File: config.mk
export PLATFORM = sky130hd
export DESIGN_NAME = rca_seq_ctrl
export DESIGN_NICKNAME = d
export VERILOG_FILES = /design/src/rtl/rca_seq_ctrl.sv
export SDC_FILE = /design/constraint.sdc
export NUM_CORES = 1
export LEC_CHECK = 0
export BUFFER_PORTS_ARGS = -buffer_cell sky130_fd_sc_hd__buf_2
export CORE_UTILIZATION = 45
export DETAILED_ROUTE_END_ITERATION = 7
export PLACE_DENSITY = 0.76
export REMOVE_ABC_BUFFERS = 1
export SYNTH_ARGS = -nofsm -noshare
export SYNTH_HDL_FRONTEND = slang
export SYNTH_SLANG_ARGS = --single-unit
File: constraint.sdc
create_clock -name clk -period 5.35 [get_ports clk]
set_input_delay 0.8025 -clock clk [delete_from_list [all_inputs] [get_ports clk]]
set_output_delay 0.8025 -clock clk [all_outputs]
set_load 0.05 [all_outputs]
File: src/rtl/rca_seq_ctrl.sv
// rca_seq_ctrl: WIDTH-bit add done one nibble per clock on a single 4-bit ripple-carry adder.
// Define RCA_SEQ_OVF_EN to add the registered signed-overflow output ovf.
module rca4 (
  input  logic [3:0] a_i,
  input  logic [3:0] b_i,
  input  logic       c_i,
  output logic [3:0] s_o,
  output logic       c_o
);
  logic [4:0] c;
  assign c[0] = c_i;
  for (genvar i = 0; i < 4; i++) begin : g_fa
    assign s_o[i]   = a_i[i] ^ b_i[i] ^ c[i];
    assign c[i + 1] = (a_i[i] & b_i[i]) | (c[i] & (a_i[i] ^ b_i[i]));
  end
  assign c_o = c[4];
endmodule

module rca_seq_ctrl #(
  parameter int WIDTH = 16
) (
  input  logic             clk,
  input  logic             rst_n,
  input  logic             in_valid,
  output logic             in_ready,
  input  logic [WIDTH-1:0] a,
  input  logic [WIDTH-1:0] b,
  input  logic             cin,
  output logic             out_valid,
  input  logic             out_ready,
  output logic [WIDTH-1:0] sum,
  output logic             cout,
  output logic             busy
`ifdef RCA_SEQ_OVF_EN
  ,
  output logic             ovf
`endif
);
  localparam int NIB = WIDTH / 4;
  localparam int IW  = NIB > 1 ? $clog2(NIB) : 1;
  typedef enum logic [1:0] {IDLE, RUN, DONE} state_t;
  state_t           state_q, state_d;
  logic [IW-1:0]    idx_q, idx_d;
  logic             carry_q, carry_d, cout_q, cout_d;
  logic [WIDTH-1:0] a_q, a_d, b_q, b_d, sum_q, sum_d;
  logic [3:0]       ns;
  logic             nc, last;
  rca4 u_rca (
    .a_i(a_q[{idx_q, 2'b00} +: 4]),
    .b_i(b_q[{idx_q, 2'b00} +: 4]),
    .c_i(carry_q),
    .s_o(ns),
    .c_o(nc)
  );
  assign last = idx_q == IW'(NIB - 1);
`ifdef RCA_SEQ_OVF_EN
  logic ovf_q, ovf_d;
  assign ovf = ovf_q;
`endif
  always_comb begin
    state_d = state_q;
    idx_d   = idx_q;
    carry_d = carry_q;
    cout_d  = cout_q;
    a_d     = a_q;
    b_d     = b_q;
    sum_d   = sum_q;
`ifdef RCA_SEQ_OVF_EN
    ovf_d   = ovf_q;
`endif
    case (state_q)
      IDLE: if (in_valid) begin
        a_d     = a;
        b_d     = b;
        carry_d = cin;
        idx_d   = '0;
        sum_d   = '0;
        state_d = RUN;
      end
      RUN: begin
        sum_d[{idx_q, 2'b00} +: 4] = ns;
        carry_d = nc;
        if (last) begin
          cout_d  = nc;
          // carry into the MSB is a^b^s at bit WIDTH-1 of the final nibble
`ifdef RCA_SEQ_OVF_EN
          ovf_d   = a_q[WIDTH-1] ^ b_q[WIDTH-1] ^ ns[3] ^ nc;
`endif
          state_d = DONE;
        end else begin
          idx_d = idx_q + 1'b1;
        end
      end
      DONE: if (out_ready) state_d = IDLE;
      default: state_d = IDLE;
    endcase
  end
  always_ff @(posedge clk or negedge rst_n) begin
    if (!rst_n) begin
      state_q <= IDLE;
      idx_q   <= '0;
      carry_q <= 1'b0;
      cout_q  <= 1'b0;
      a_q     <= '0;
      b_q     <= '0;
      sum_q   <= '0;
`ifdef RCA_SEQ_OVF_EN
      ovf_q   <= 1'b0;
`endif
    end else begin
      state_q <= state_d;
      idx_q   <= idx_d;
      carry_q <= carry_d;
      cout_q  <= cout_d;
      a_q     <= a_d;
      b_q     <= b_d;
      sum_q   <= sum_d;
`ifdef RCA_SEQ_OVF_EN
      ovf_q   <= ovf_d;
`endif
    end
  end
  assign in_ready  = state_q == IDLE;
  assign out_valid = state_q == DONE;
  assign busy      = state_q != IDLE;
  assign sum       = sum_q;
  assign cout      = cout_q;
endmodule

Yosys cells after proc, flatten, opt, wreduce, memory -nomap -nowiden
Index checks and enable logic that the tools add are counted.
{"block": "word_totals", "out_inout_bits": 20, "ff_bits": 54, "input_bits": 37, "elab_cells": 60}
{"block": "op_classes", "n_bitwise": 20, "eq_ne": 7, "n_addsub": 2, "n_mux": 12, "shift": 4, "reduce_logical": 8}
{"op": "$pmux 16 s2", "count": 1}
{"op": "$shiftx 16x5->4", "count": 2}
{"op": "$bwmux 16", "count": 1}
{"op": "$mux 16", "count": 1}
{"op": "$shift 4x6->16 const A", "count": 1}
{"op": "$shiftx 4x6->16", "count": 1}
{"op": "$mux 2", "count": 5}
{"op": "$and 1x1->1", "count": 8}
{"op": "$xor 1x1->1", "count": 8}
{"op": "$ne 2x2->1 const B", "count": 3}
{"op": "$neg 4->6", "count": 1}
{"op": "$pmux 2 s3", "count": 1}
{"op": "$reduce_and 2->1", "count": 3}
{"op": "$reduce_and 3->1", "count": 2}
{"op": "$eq 2x2->1 const B", "count": 2}
{"op": "$or 1x1->1", "count": 4}
{"op": "$pmux 2 s2", "count": 1}
{"op": "$reduce_bool 2->1", "count": 2}
{"op": "$add 2x1->2 const B", "count": 1}
{"op": "$eq 2x1->1 const B", "count": 1}
{"op": "$logic_not 2->1", "count": 1}
{"op": "$ne 2x1->1 const B", "count": 1}
{"op": "$pmux 1 s2", "count": 1}
{"op": "$mux 1", "count": 1}

Longest topological paths before layout
{"block": "depth", "word_depth": 12, "ltp_mapped": 12, "mapped_depth_nobuf": 10}

Hierarchy
Synthesis repeated with hierarchy kept, for this count alone.
{"block": "hier_totals", "cells_unflattened": 177, "hier_area_um2": 2527.4}
{"module": "rca_seq_ctrl", "area_per_inst_um2": 2409.8, "seq_area_each_um2": 1351.3, "n_inst": 1, "cells_each": 163}
{"module": "rca4", "area_per_inst_um2": 117.6, "seq_area_each_um2": 0.0, "n_inst": 1, "cells_each": 14}

Least setup slack after synthesis
OpenSTA, ideal clock, no wires.
{"block": "synth_path", "path_type": "reg2reg", "start": "register idx_q[0]", "end": "register sum_q[3], in the netlist sum[3]", "n_path_buf": 2, "arrival_time_ns": 2.853, "slack_ns": 2.376, "setup_time_ns": 0.121, "stages_incl_launch_ff": 13, "required_ns": 5.229, "period_less_slack_ns": 2.974, "cell_sequence": "dfrtp_1 clkbuf_2 buf_2 mux4_2 inv_1 fa_1 inv_1 fa_1 inv_1 fa_1 inv_1 fa_1 a22o_1"}
{"block": "synth_via", "elab_chain_cells": 12, "word_cells_on_any_way": 24, "cone_classes": "1 x add/sub; 4 x shift; 2 x mux; 17 x bitwise"}
{"item": "from (decl)", "line_no": "43", "source": "logic [IW-1:0] idx_q, idx_d;"}
{"item": "from (signal assigned)", "line_no": "112", "source": "idx_q <= idx_d;"}
{"item": "$shiftx 16x5->4, on equally long branches", "line_no": "49, 50"}
{"item": "$xor 1x1->1", "line_no": "13, 14"}
{"item": "$and 1x1->1", "line_no": "14", "source": "assign c[i + 1] = (a_i[i] & b_i[i]) | (c[i] & (a_i[i] ^ b_i[i]));"}
{"item": "$or 1x1->1", "line_no": "14"}
{"item": "$and 1x1->1", "line_no": "14"}
{"item": "$or 1x1->1", "line_no": "14"}
{"item": "$and 1x1->1", "line_no": "14"}
{"item": "$or 1x1->1", "line_no": "14"}
{"item": "$xor 1x1->1", "line_no": "13", "source": "assign s_o[i] = a_i[i] ^ b_i[i] ^ c[i];"}
{"item": "$shiftx 4x6->16", "line_no": "81", "source": "sum_d[{idx_q, 2'b00} +: 4] = ns;"}
{"item": "$bwmux 16 (*)", "line_no": "81"}
{"item": "$pmux 16 s2 (*)", "line_no": "71", "source": "case (state_q)"}
{"item": "to (signal assigned)", "line_no": "117", "source": "sum_q <= sum_d;"}
{"item": "to (decl)", "line_no": "45", "source": "logic [WIDTH-1:0] a_q, a_d, b_q, b_d, sum_q, sum_d;"}
Every way passes the cells marked *; elsewhere a longest branch is shown, timed or not.
A chain may end at the register's enable or synchronous reset.

Final worst setup path
{"block": "layout_path", "start": "register idx_q[0]", "end": "register sum_q[7], in the netlist sum[7]"}
The elaborated chain is that of the path after synthesis.

==> results.sh <==
export IMPL_synth_seq_cells=54
export IMPL_die_area_sq_um=6250
export IMPL_worst_path_max_fanout=17
export IMPL_synth_most_common_cell="dfrtp_1"
export IMPL_diodes=0
export IMPL_final_util=0.545
export IMPL_hp_class="reg2reg"
export IMPL_synth_ff_type="dfrtp_1"
export IMPL_max_freq_mhz=314
export IMPL_layout_min_cycle_time_ns=3.18
export IMPL_ant_nets=0
export IMPL_slew_headroom=0.310
export IMPL_leakage_nw=1.52
export IMPL_netlist_instances=179
export IMPL_critPathArrivalTime_ns=3.38
export IMPL_htree_levels=2
export IMPL_maxCapViolCount=0
export IMPL_die_w_um=79.1
export IMPL_netlist_area_leader_share=0.505
export IMPL_cts_sinks=54
export IMPL_ys_types=33
export IMPL_finalSetupViolCount=0
export IMPL_synth_top_cell_by_area="dfrtp_1"
export IMPL_numCtsBuffers=5
export IMPL_cts_setup_buffers=0
export IMPL_met2_usage=0.263
export IMPL_place_gp_congestion=0.792
export IMPL_status="finished, final reports clean"
export IMPL_drtIter0Drc=136
export IMPL_io_pins=57
export IMPL_grt_pass1_vias=1626
export IMPL_vias=1613
export IMPL_path_clk_slew_ns=0.10
export IMPL_ys_seq_area_frac=0.505
export IMPL_io_buffers=56
export IMPL_synth_common_cells="dfrtp_1, mux2_4, a22o_1, inv_1"
export IMPL_cts_hold_buffers_added=0
export IMPL_grtUsageTotal=0.178
export IMPL_hpwl_mm=3.61
export IMPL_area_growth_pct=14.2
export IMPL_die_y_um=79.1
export IMPL_grt_most_used_layer="met2"
export IMPL_ir_drop_uv=329
export IMPL_synth_async_sr_flop_share=1.00
export IMPL_grt_use_met3=0.0483
export IMPL_rsz0062_at_grt="false"
export IMPL_initial_utilization=0.477
export IMPL_skew_ns=0.00753
export IMPL_drt_vias_per_instance=5.25
export IMPL_synth_edf_count=0
export IMPL_worst_setup_path_type="reg2reg"
export IMPL_netlist_area_sq_um=2670
export IMPL_rows=27
export IMPL_met1_usage=0.255
export IMPL_finalHoldViolations=0
export IMPL_tritoncts="built"
export IMPL_cp_end_kind="flop"
export IMPL_wl_mm=4.90
export IMPL_power_density_nw_per_um2=695
export IMPL_gr_total_overflow=0
export IMPL_min_period_over_period=0.594
export IMPL_wl_per_cell_um=16.0
export IMPL_startpoint_type="flop"
export IMPL_clock_root_buffer="clkbuf_8"
export IMPL_insertion_delay_ns=0.31
export IMPL_cts_resized=0
export IMPL_yosys_warnings=0
export IMPL_setup_tns_ns=0
export IMPL_antenna_found_initial=0
export IMPL_yosys_top_cells_area="dfrtp_1, mux2_4, mux4_2, a22o_1, fa_1"
export IMPL_grt_max_degree=55
export IMPL_crit_required_ns=5.55
export IMPL_route_detailed_drc=0
export IMPL_grt_pass1_wl_mm=8.26
export IMPL_hold_worst_slack_ns=0.496
export IMPL_cts_buffer_depth=2
export IMPL_setup_ws_ns=2.17
export IMPL_drtPass1Iterations=4
export IMPL_core_area_sq_um=5610
export IMPL_fin_nets=279
export IMPL_post_route_cells_drive_above_1_share=0.468
export IMPL_final_max_slew_viol_count=0
export IMPL_tightest_slew_ns=1.03
export IMPL_preCtsSetupSlack_ns=2.14
export IMPL_syn_area_per_cell_sq_um=14.9
-- worst max-delay path, stage by stage, from the launching register on --
cell and delay (ns):
dfrtp_1 0.81, mux4_2 0.58, inv_1 0.08, fa_1 0.17, inv_1 0.05, fa_1 0.35, inv_1 0.07, fa_1 0.16
inv_1 0.05, fa_1 0.50, a22o_1 0.23
-- registers in the layout, summed over array words and instances, names as in the netlist --
register  cells
b_q          16
a_q          16
sum          16
idx_q         2
state_q       2
cout          1
carry_q       1
-- layer usage --
layer,vias up,routed length (um)
met2,42,2270
met3,6,225
met4,0,65
met1,807,2340
met5,-,0
li1,758,-
-- report_power, final --
| group | internal, mW | switching, mW | leakage, nW |
|---|---|---|---|
| Combinational | 0.558 | 0.581 | 0.803 |
| Sequential | 0.588 | 0.162 | 0.672 |
| Clock | 0.104 | 0.129 | 0.0472 |
-- through the flow --
stage | power [mW] | cell area, sq um | cells
6_report | 2.12 | 3050 | 307
5_1_grt | 2.28 | 3050 | 307
4_1_cts | 2.15 | 3050 | 307
3_5_place_dp | 1.91 | 2960 | 299
3_3_place_gp | 1.87 | 2960 | 299
2_1_floorplan | 1.63 | 2580 | 170
-- cell families after synthesis --
| group | after synthesis | synth area share |
|---|---|---|
| simple gates | 27 | 0.0599 |
| fa+ha+maj | 8 | 0.0487 |
| mux | 41 | 0.248 |
| compound gates | 28 | 0.0856 |
| buf+inv | 21 | 0.0519 |
| flops | 54 | 0.505 |
-- placed cells by master (no fill, tap or decap), types with 4 or more instances in the layout --
master and instances:
a22o_1 11, a21o_1 4, fa_1 4, nand2_1 7, dfrtp_1 54, mux4_2 8
inv_1 11, o2bb2ai_1 8, ha_1 4, mux2_4 30, nand2b_1 4, clkbuf_8 6
buf_2 56
-- final timing paths --
path	depth (start not counted)	start	endpoint	slack, ns
min in group asynchronous	2	rst_n	sum[13]	0.61
worst max register to register	10	idx_q[0]	sum[7]	2.17
worst max-delay path	10	idx_q[0]	sum[7]	2.17
worst min-delay path	1	sum[14]	sum[14]	0.50
max in group asynchronous	2	rst_n	b_q[13]	4.30
worst min register to register	1	sum[14]	sum[14]	0.50
-- layout make-up --
class	count	area, sq um
Fill cell	494	2550
Clock buffer	6	82.6
Clock inverter	2	12.5
Inverter	12	45.0
Tap cell	72	90.1
Sequential cell	54	1350
Multi-Input combinational cell	104	1180
Timing Repair Buffer	57	288
No activity file was read; power rests on OpenSTA's default activity.
